## src/rtl/intc_sched_pkg.sv

```systemverilog
// Shared types and constants for the interrupt scheduler.
// Contents: FSM state enum, source count, default vector constants,
// source id type, in-service payload struct and a one-hot helper.
package intc_pkg;

  localparam int unsigned INTC_NSRC = 4;
  localparam int unsigned INTC_IDW  = 2;

  localparam logic [31:0] INTC_VEC_BASE   = 32'h0000_0000;
  localparam logic [31:0] INTC_VEC_STRIDE = 32'h0000_0004;

  typedef logic [INTC_IDW-1:0] src_id_t;

  typedef enum logic [1:0] {
    INTC_IDLE = 2'd0,
    INTC_REQ  = 2'd1,
    INTC_SERV = 2'd2
  } intc_state_t;

  // {valid, id} of the source currently being serviced
  typedef struct packed {
    logic    valid;
    src_id_t id;
  } svc_t;

  function automatic logic [INTC_NSRC-1:0] src_onehot(input src_id_t id);
    return INTC_NSRC'(1) << id;
  endfunction

endpackage

```

## src/rtl/intc_sched_if.sv

```systemverilog
// Accelerator/CPU side bundle of the interrupt scheduler.
// master: accelerators + CPU (drive done, mask writes, ack, eoi).
// slave : the scheduler (drives irq, PC_handler, acc_reset, in_service, pending).
interface intc_sched_if;
  import intc_pkg::*;

  logic [INTC_NSRC-1:0] done;
  logic                 mask_we;
  logic [INTC_NSRC-1:0] mask_wdata;
  logic                 irq_ack;
  logic                 eoi;
  logic                 irq;
  logic [31:0]          PC_handler;
  logic [INTC_NSRC-1:0] acc_reset;
  logic [2:0]           in_service;
  logic [INTC_NSRC-1:0] pending;

  modport master (
    output done, mask_we, mask_wdata, irq_ack, eoi,
    input  irq, PC_handler, acc_reset, in_service, pending
  );

  modport slave (
    input  done, mask_we, mask_wdata, irq_ack, eoi,
    output irq, PC_handler, acc_reset, in_service, pending
  );

endinterface

```

## src/rtl/intc_sched_arb.sv

```systemverilog
// Combinational arbiter: picks one source out of the eligible vector.
// Ports: elig (eligible sources), ptr (search start), valid/id (grant).
// Macro INTC_RR_EN selects round-robin search from ptr; otherwise the
// lowest index wins and ptr is ignored.
module intc_arb
  import intc_pkg::*;
(
  input  logic [INTC_NSRC-1:0] elig,
  input  src_id_t              ptr,
  output logic                 valid,
  output src_id_t              id
);

`ifdef INTC_RR_EN
  src_id_t idx;

  // Walk from the highest offset down so the smallest offset from ptr wins
  always_comb begin
    valid = 1'b0;
    id    = '0;
    idx   = '0;
    for (int k = INTC_NSRC - 1; k >= 0; k--) begin
      idx = ptr + src_id_t'(k);
      if (elig[idx]) begin
        valid = 1'b1;
        id    = idx;
      end
    end
  end
`else
  logic unused_ptr;
  assign unused_ptr = ^ptr;

  // Walk downward so the lowest index wins
  always_comb begin
    valid = 1'b0;
    id    = '0;
    for (int k = INTC_NSRC - 1; k >= 0; k--) begin
      if (elig[k]) begin
        valid = 1'b1;
        id    = src_id_t'(k);
      end
    end
  end
`endif

endmodule

```

## src/rtl/intc_sched.sv

```systemverilog
// Interrupt scheduler: edge-captures accelerator done lines into a sticky
// pending register, masks, arbitrates and runs irq/ack/eoi with the CPU,
// pulsing acc_reset to the serviced accelerator on ack.
// Ports: clk, rst (sync, active-high), bus (intc_sched_if.slave).
// Macro INTC_RR_EN enables round-robin arbitration (default: fixed priority).
module intc_sched
  import intc_pkg::*;
#(
  parameter int unsigned N_SRC      = INTC_NSRC,
  parameter logic [31:0] VEC_BASE   = INTC_VEC_BASE,
  parameter logic [31:0] VEC_STRIDE = INTC_VEC_STRIDE
) (
  input  logic         clk,
  input  logic         rst,
  intc_sched_if.slave  bus
);

  intc_state_t      state_q, state_d;
  logic [N_SRC-1:0] done_q, pend_q, pend_d, mask_q, mask_d;
  logic [N_SRC-1:0] rise, elig, clr, acc_q, acc_d;
  src_id_t          gnt_q, gnt_d, ptr, arb_id;
  logic             arb_valid, ack_fire;
  logic             irq_q, irq_d;
  logic [31:0]      pc_q, pc_d;
  svc_t             svc_q, svc_d;

  assign rise     = bus.done & ~done_q;
  assign elig     = pend_q & ~mask_q;
  assign ack_fire = (state_q == INTC_REQ) && bus.irq_ack;

  intc_arb u_arb (
    .elig  (elig),
    .ptr   (ptr),
    .valid (arb_valid),
    .id    (arb_id)
  );

`ifdef INTC_RR_EN
  src_id_t ptr_q;

  // Priority pointer moves just past the source that was serviced
  always_ff @(posedge clk) begin
    if (rst)           ptr_q <= '0;
    else if (ack_fire) ptr_q <= gnt_q + src_id_t'(1);
  end
  assign ptr = ptr_q;
`else
  assign ptr = '0;
`endif

  // State and output registers
  always_ff @(posedge clk) begin
    if (rst) begin
      state_q <= INTC_IDLE;
      done_q  <= '0;
      pend_q  <= '0;
      mask_q  <= '1;
      gnt_q   <= '0;
      irq_q   <= 1'b0;
      pc_q    <= '0;
      acc_q   <= '0;
      svc_q   <= '0;
    end else begin
      state_q <= state_d;
      done_q  <= bus.done;
      pend_q  <= pend_d;
      mask_q  <= mask_d;
      gnt_q   <= gnt_d;
      irq_q   <= irq_d;
      pc_q    <= pc_d;
      acc_q   <= acc_d;
      svc_q   <= svc_d;
    end
  end

  // Next-state logic
  always_comb begin
    state_d = state_q;
    unique case (state_q)
      INTC_IDLE: if (arb_valid)   state_d = INTC_REQ;
      INTC_REQ:  if (bus.irq_ack) state_d = INTC_SERV;
      INTC_SERV: if (bus.eoi)     state_d = INTC_IDLE;
      default:                    state_d = INTC_IDLE;
    endcase
  end

  // Next values of the registered outputs
  always_comb begin
    gnt_d  = gnt_q;
    irq_d  = irq_q;
    pc_d   = pc_q;
    svc_d  = svc_q;
    acc_d  = '0;
    clr    = '0;
    mask_d = bus.mask_we ? bus.mask_wdata : mask_q;
    unique case (state_q)
      INTC_IDLE: begin
        if (arb_valid) begin
          gnt_d = arb_id;
          pc_d  = VEC_BASE + 32'(arb_id) * VEC_STRIDE;
          irq_d = 1'b1;
        end
      end
      INTC_REQ: begin
        if (bus.irq_ack) begin
          irq_d = 1'b0;
          acc_d = src_onehot(gnt_q);
          clr   = src_onehot(gnt_q);
          svc_d = '{valid: 1'b1, id: gnt_q};
        end
      end
      INTC_SERV: begin
        if (bus.eoi) svc_d = '0;
      end
      default: ;
    endcase
    // A fresh edge on the cleared source keeps it pending
    pend_d = (pend_q & ~clr) | rise;
  end

  assign bus.irq        = irq_q;
  assign bus.PC_handler = pc_q;
  assign bus.acc_reset  = acc_q;
  assign bus.in_service = svc_q;
  assign bus.pending    = pend_q;

endmodule

```

## src/flat_wrapper.sv

```systemverilog
// flat-port wrapper written by rule: the top's interface ports become plain ports
module intc_sched_flat import intc_pkg::*;
#(
  parameter int unsigned N_SRC      = INTC_NSRC,
  parameter logic [31:0] VEC_BASE   = INTC_VEC_BASE,
  parameter logic [31:0] VEC_STRIDE = INTC_VEC_STRIDE
)
  (clk, rst, bus_done, bus_mask_we, bus_mask_wdata, bus_irq_ack, bus_eoi, bus_irq, bus_PC_handler, bus_acc_reset, bus_in_service, bus_pending);
  intc_sched_if bus_i ();
  input  logic clk;
  input  logic rst;
  input wire logic [$bits(bus_i.done)-1:0] bus_done;
  input wire logic [$bits(bus_i.mask_we)-1:0] bus_mask_we;
  input wire logic [$bits(bus_i.mask_wdata)-1:0] bus_mask_wdata;
  input wire logic [$bits(bus_i.irq_ack)-1:0] bus_irq_ack;
  input wire logic [$bits(bus_i.eoi)-1:0] bus_eoi;
  output wire logic [$bits(bus_i.irq)-1:0] bus_irq;
  output wire logic [$bits(bus_i.PC_handler)-1:0] bus_PC_handler;
  output wire logic [$bits(bus_i.acc_reset)-1:0] bus_acc_reset;
  output wire logic [$bits(bus_i.in_service)-1:0] bus_in_service;
  output wire logic [$bits(bus_i.pending)-1:0] bus_pending;
  assign bus_i.done = bus_done;
  assign bus_i.mask_we = bus_mask_we;
  assign bus_i.mask_wdata = bus_mask_wdata;
  assign bus_i.irq_ack = bus_irq_ack;
  assign bus_i.eoi = bus_eoi;
  assign bus_irq = bus_i.irq;
  assign bus_PC_handler = bus_i.PC_handler;
  assign bus_acc_reset = bus_i.acc_reset;
  assign bus_in_service = bus_i.in_service;
  assign bus_pending = bus_i.pending;
  intc_sched #(.N_SRC(N_SRC), .VEC_BASE(VEC_BASE), .VEC_STRIDE(VEC_STRIDE)) u_core (.clk(clk), .rst(rst), .bus(bus_i));
endmodule
```

## config.mk

```make
export PLATFORM = sky130hd
export DESIGN_NAME = intc_sched_flat
export DESIGN_NICKNAME = d
export VERILOG_FILES = /design/src/rtl/intc_sched_pkg.sv /design/src/rtl/intc_sched_if.sv /design/src/rtl/intc_sched_arb.sv /design/src/rtl/intc_sched.sv /design/src/flat_wrapper.sv
export SDC_FILE = /design/constraint.sdc
export NUM_CORES = 1
export LEC_CHECK = 0
export ABC_CLOCK_PERIOD_IN_PS = 2800
export BUFFER_PORTS_ARGS = -buffer_cell sky130_fd_sc_hd__buf_2
export CORE_MARGIN = 2
export CORE_UTILIZATION = 40
export DETAILED_ROUTE_END_ITERATION = 6
export GPL_TIMING_DRIVEN = 0
export PLACE_DENSITY_LB_ADDON = 0.3
export SYNTH_ARGS = -nofsm -noshare
export SYNTH_HDL_FRONTEND = slang
export SYNTH_SLANG_ARGS = --single-unit
```

## constraint.sdc

```tcl
create_clock -name clk -period 2.8 [get_ports clk]
set_clock_uncertainty 0.2 [all_clocks]
set_input_delay 0.42 -clock clk [delete_from_list [all_inputs] [get_ports clk]]
set_output_delay 0.42 -clock clk [all_outputs]
set_load 0.05 [all_outputs]
```

# Yosys cells after proc, flatten, opt, wreduce, memory -nomap -nowiden
# Index checks and enable logic that the tools add are counted.
# Widths: inputs -> output; s select.
dict set report word_totals {
  ff_bits 24
  inputBits 13
  output_inout_bits 44
  wordCells 49
}
dict set report op_classes {
  eq_ne 5
  shift 1
  mux 20
  n_bitwise 7
  n_reduce_logical 7
}
# op count
set op_table {}
lappend op_table {{$mux 2} 7}
lappend op_table {{$and 4x4->4} 3}
lappend op_table {{$not 4->4} 3}
lappend op_table {{$reduce_and 3->1} 3}
lappend op_table {{$mux 4} 2}
lappend op_table {{$mux 1} 6}
lappend op_table {{$mux 3} 2}
lappend op_table {{$pmux 2 s3} 1}
lappend op_table {{$pmux 3 s2} 1}
lappend op_table {{$ne 2x2->1 const B} 2}
lappend op_table {{$or 4x4->4} 1}
lappend op_table {{$reduce_bool 2->1} 2}
lappend op_table {{$shl 1x2->4 const A} 1}
lappend op_table {{$eq 2x1->1 const B} 1}
lappend op_table {{$eq 2x2->1 const B} 1}
lappend op_table {{$logic_not 2->1} 1}
lappend op_table {{$ne 2x1->1 const B} 1}
lappend op_table {{$pmux 1 s2} 1}
lappend op_table {{$reduce_and 2->1} 1}

# Logic depth before layout (Yosys ltp)
dict set report logic_depth {
  ltp_word 8
  ltp_mapped 4
  depth_no_buf 4
}

# Modules after synthesis
# Synthesis repeated with hierarchy kept, for this count alone.
dict set report hier_totals {
  cells_unflattened 130
  area_unflattened_um2 1192.4
}
# mod n_inst cells_each area_each_um2 seq_area_each_um2
set modules_own_cells {}
lappend modules_own_cells {intc_sched 1 123 1157.4 480.5}
lappend modules_own_cells {intc_arb 1 7 35.0 0.0}

# Worst setup path after synthesis
# OpenSTA, ideal clock, no wires.
dict set report synth_timing {
  path_kind {flip-flop to flip-flop}
  from {register u_core.pend_q[3], in the netlist u_core.bus.pending[3]}
  to {register u_core.state_q[0]}
  setup_ns 0.114
  arrival_ns 1.217
  required_time_ns 2.486
  setup_slack_ns 1.269
  path_stages_with_launch 5
  path_buffers 0
  synth_period_minus_slack_ns 1.531
  cell_sequence {dfxtp_1 nand2b_1 nand4_1 nor2_1 a2111oi_0}
}
dict set report synth_between {
  elab_chain_cells 7
}
# item line
set synth_rtl {}
lappend synth_rtl {{start: declaration} intc_sched.sv:19} ;# logic [N_SRC-1:0] done_q, pend_q, pend_d, mask_q, mask_d;
lappend synth_rtl {{start signal: assignment} intc_sched.sv:66} ;# pend_q <= pend_d;
lappend synth_rtl {{$and 4x4->4} intc_sched.sv:28} ;# assign elig = pend_q & ~mask_q;
lappend synth_rtl {{$mux 1 (4 in a row)} intc_sched_arb.sv:39} ;# if (elig[k]) begin
lappend synth_rtl {{$ne 2x1->1 (no line)} n/a}
lappend synth_rtl {{$reduce_and 3->1 (no line)} n/a}
lappend synth_rtl {{end signal: assignment} intc_sched.sv:64} ;# state_q <= state_d;
lappend synth_rtl {{end: declaration} intc_sched.sv:18} ;# intc_state_t state_q, state_d;
# Every way passes these cells.
# A chain may end at the register's enable or synchronous reset.

==> summary.txt <==
TIMING
--------------------------------------------------------------------------------------
Final count of negative-setup-slack endpoints                                        0
Final hold vios                                                                      0
Worst Setup Slack, final                                                       1.00 ns
Final critical delay including setup and external delays                       1.80 ns
Setup repair after global routing missed its margin                                 no
Period utilisation layout                                                        0.642
Setup TNS after final layout                                                      0 ns
Pins Over Slew Limit                                                                 0
Fmax                                                                           557 MHz

CRITICAL PATH
--------------------------------------------------------------------------------------
Critical Path Sink Type                                                    output port
Crit path kind                                                            register to output port
Crit-path slowest cell                                                    sky130_fd_sc_hd__dfxtp_1
CP delay by family, top                                                     flip-flops
CP max stage delay                                                             0.54 ns
CP startpoint kind                                                            register
Maximum fanout encountered on the critical timing path                               9
Sequence of cells on the critical path                                           buf_2
Data required, critical path                                                   2.18 ns
Arrival time worst endpoint                                                    1.18 ns
Buffers & Inverters on Critical Path                                                 1

GLOBAL ROUTE
--------------------------------------------------------------------------------------
GRT Total Usage                                                                  0.119
Largest net degree at the start of global routing                                   13
Wire length of the first global-routing pass                                   3.03 mm
Vias in the first global route                                                     695
Overall overflow remaining after global route                                        0
Number of antenna violations at the first check in global routing                    0

LAYOUT
--------------------------------------------------------------------------------------
Number of inserted diodes                                                            0
Final cell count without fillers                                                   215
Final Net Count                                                                    199
Area growth syn-to-layout                                                        26.7%
Proportion of layout cells with a drive suffix above 1                           0.342
Post-route cell area                                                       0.00143 mm2

PWR
--------------------------------------------------------------------------------------
Power density over the cells                                                539 mW/mm2
Net switching fraction of the power                                              0.369
Share of power burned in combinational logic                                     0.319
Part of the total power dissipated in the clock network                          0.185
Proportion of power drawn by flip-flops and latches                              0.496
Switching component of the power                                            0.000283 W
Internal power consumption                                                  0.000484 W
Overall power consumption                                                   0.000768 W
Max VDD drop                                                                  0.315 mV
Leakage component of the power                                                0.739 nW

ROUTING
--------------------------------------------------------------------------------------
Aggregate routed wire length                                                   1.98 mm
Via count                                                                          874
Number of vias per cell                                                           4.07
DRT Pass-1 Iters                                                                     4
Number of DRC markers after the initial detailed-route iteration                    21
Remaining number of nets flagged by the antenna check after routing                  0
Routed wire length per instance                                                9.19 um
DRC violation count after routing                                                    0

CLOCK TREE
--------------------------------------------------------------------------------------
Number of buffers created by CTS                                                     3
Clock slew at the register clock pins of the worst setup and hold paths        0.12 ns
Number of levels in the clock H-tree                                                 1
Number of buffers on the longest clock path                                          2
TritonCTS clock tree                                                               yes
Clock latency at the later pin of the worst-skew pair                          0.30 ns
CTS-repair resized insts                                                             0
Root Driver                                                               sky130_fd_sc_hd__clkbuf_4
Hold buffers post-CTS                                                                0
Clock sink count                                                                    24
Post-CTS Setup Repair Bufs                                                           0

SYNTHESIS
--------------------------------------------------------------------------------------
Synth Warn #                                                                         0
Number of distinct standard cells referenced by the synthesized netlist             26
Sequential element share of the synthesized area                                 0.427
Synthesis-stage register bit count                                                  24
Main synth FF type                                                        sky130_fd_sc_hd__dfxtp_1
Average size of a mapped cell                                                 8.93 um2
Cell area after synthesis                                                  0.00112 mm2
Async set or reset register ratio after synthesis                                    0
Mapped Cells                                                                       126
Number of enable-type register cells in the synthesized netlist                      0

PLACEMENT
--------------------------------------------------------------------------------------
Minimum setup slack after placement                                            1.31 ns
Number of placed instances, taps included                                          212
# port buffers                                                                      26
DP Wirelength                                                                  1.58 mm
Area post-placement                                                        0.00140 mm2
GPL Wtd Cong                                                                     0.735

DIE
--------------------------------------------------------------------------------------
Die height                                                                     57.0 um
# rows                                                                              19
I/O pins                                                                            57
Starting Density                                                                 0.415
Die Outline Area                                                           0.00325 mm2
Width of the die                                                               57.0 um
Area of the core                                                           0.00271 mm2

MIN PATH
--------------------------------------------------------------------------------------
Min-delay worst type                                                      input port to register

RUN STATUS
--------------------------------------------------------------------------------------
Run status                                                                   completed

FLOW RUN
--------------------------------------------------------------------------------------
Max-cap viol count                                                                   0

-- path summary, 6_finish.rpt --
| check | cells past startpoint | start | to | slack, ns |
|---|---|---|---|---|
| worst max-delay path | 1 | u_core.gnt_q[1] | bus_PC_handler[3] | 1.00 |
| worst min-delay path | 2 | bus_mask_wdata[1] | u_core.mask_q[1] | 0.11 |
| worst max register to register | 4 | u_core.state_q[0] | u_core.bus.pending[3] | 1.34 |
| worst min register to register | 2 | u_core.bus.irq | u_core.bus.irq | 0.28 |
-- cell usage in the layout (no fill, tap or decap), types with 2 or more instances in the layout --
cell and instances:
sky130_fd_sc_hd__o21ai_1 4, sky130_fd_sc_hd__buf_4 30, sky130_fd_sc_hd__inv_1 2, sky130_fd_sc_hd__clkbuf_4 3, sky130_fd_sc_hd__buf_2 26, sky130_fd_sc_hd__conb_1 30, sky130_fd_sc_hd__a211o_1 4, sky130_fd_sc_hd__nor2b_1 9
sky130_fd_sc_hd__nand2_1 6, sky130_fd_sc_hd__a21oi_1 10, sky130_fd_sc_hd__nor2_1 9, sky130_fd_sc_hd__nand2b_1 11, sky130_fd_sc_hd__nor3_1 2, sky130_fd_sc_hd__dfxtp_1 24
-- per-layer routing --
metal	up-vias	global-route usage	part of all wire
met5	-	0	0
met3	2	0.0363	0.097
met4	0	0.0399	0.0051
met1	362	0.128	0.40
li1	475	-	-
met2	35	0.218	0.50
-- power by group through the flow --
stage / Sequential [W] / Clock [W] / Combinational, W
after floorplan: 0.000425 / 0 / 0.000171
after global placement: 0.000387 / 0 / 0.000241
after detailed placement: 0.000388 / 0 / 0.000244
after CTS: 0.000381 / 0.000148 / 0.000244
after global routing: 0.000384 / 0.000166 / 0.000259
final: 0.000380 / 0.000142 / 0.000245
-- Yosys cell counts, types with 2 or more instances --
cell | instances | area [um2]
sky130_fd_sc_hd__a211o_1 | 4 | 35.0
sky130_fd_sc_hd__a21oi_1 | 10 | 50.1
sky130_fd_sc_hd__buf_4 | 30 | 225
sky130_fd_sc_hd__dfxtp_1 | 24 | 480
sky130_fd_sc_hd__inv_1 | 2 | 7.51
sky130_fd_sc_hd__nand2_1 | 6 | 22.5
sky130_fd_sc_hd__nand2b_1 | 11 | 68.8
sky130_fd_sc_hd__nor2_1 | 9 | 33.8
sky130_fd_sc_hd__nor2b_1 | 9 | 56.3
sky130_fd_sc_hd__nor3_1 | 2 | 10.0
sky130_fd_sc_hd__o21ai_1 | 4 | 20.0
-- per-stage QoR --
stage	hold WS, ns	util
2_1_floorplan	0.262	-
3_3_place_gp	0.263	0.518
3_5_place_dp	0.266	0.518
4_1_cts	0.109	0.526
5_1_grt	0.108	0.526
6_report	0.114	0.526
-- flip-flops by register name, summed over array words and instances (netlist names) --
signal	count
u_core.bus.pending	4
u_core.bus.acc_reset	4
u_core.gnt_q	2
u_core.done_q	4
u_core.bus.in_service	3
u_core.bus.irq	1
u_core.mask_q	4
u_core.state_q	2
-- cell families (layout without fill, tap and decap cells) --
group | count (synthesis) | count (layout) | share of synthesized area
multiplexers | 1 | 1 | 0.00890
AO/OA/AOI/OAI | 24 | 24 | 0.138
AND/OR/NAND/NOR | 41 | 41 | 0.206
flip-flops | 24 | 24 | 0.427
other | 1 | 30 | 0.00333
buffers and inverters | 35 | 64 | 0.217
-- layout make-up --
cell class | count | area, um2
Buffer | 32 | 233
Clock buffer | 3 | 22.5
Fill cell | 283 | 1280
Inverter | 3 | 11.3
Multi-Input combinational cell | 96 | 509
Sequential cell | 24 | 480
Tap cell | 31 | 38.8
Timing Repair Buffer | 26 | 130
Power figures use the tool's default switching activity.
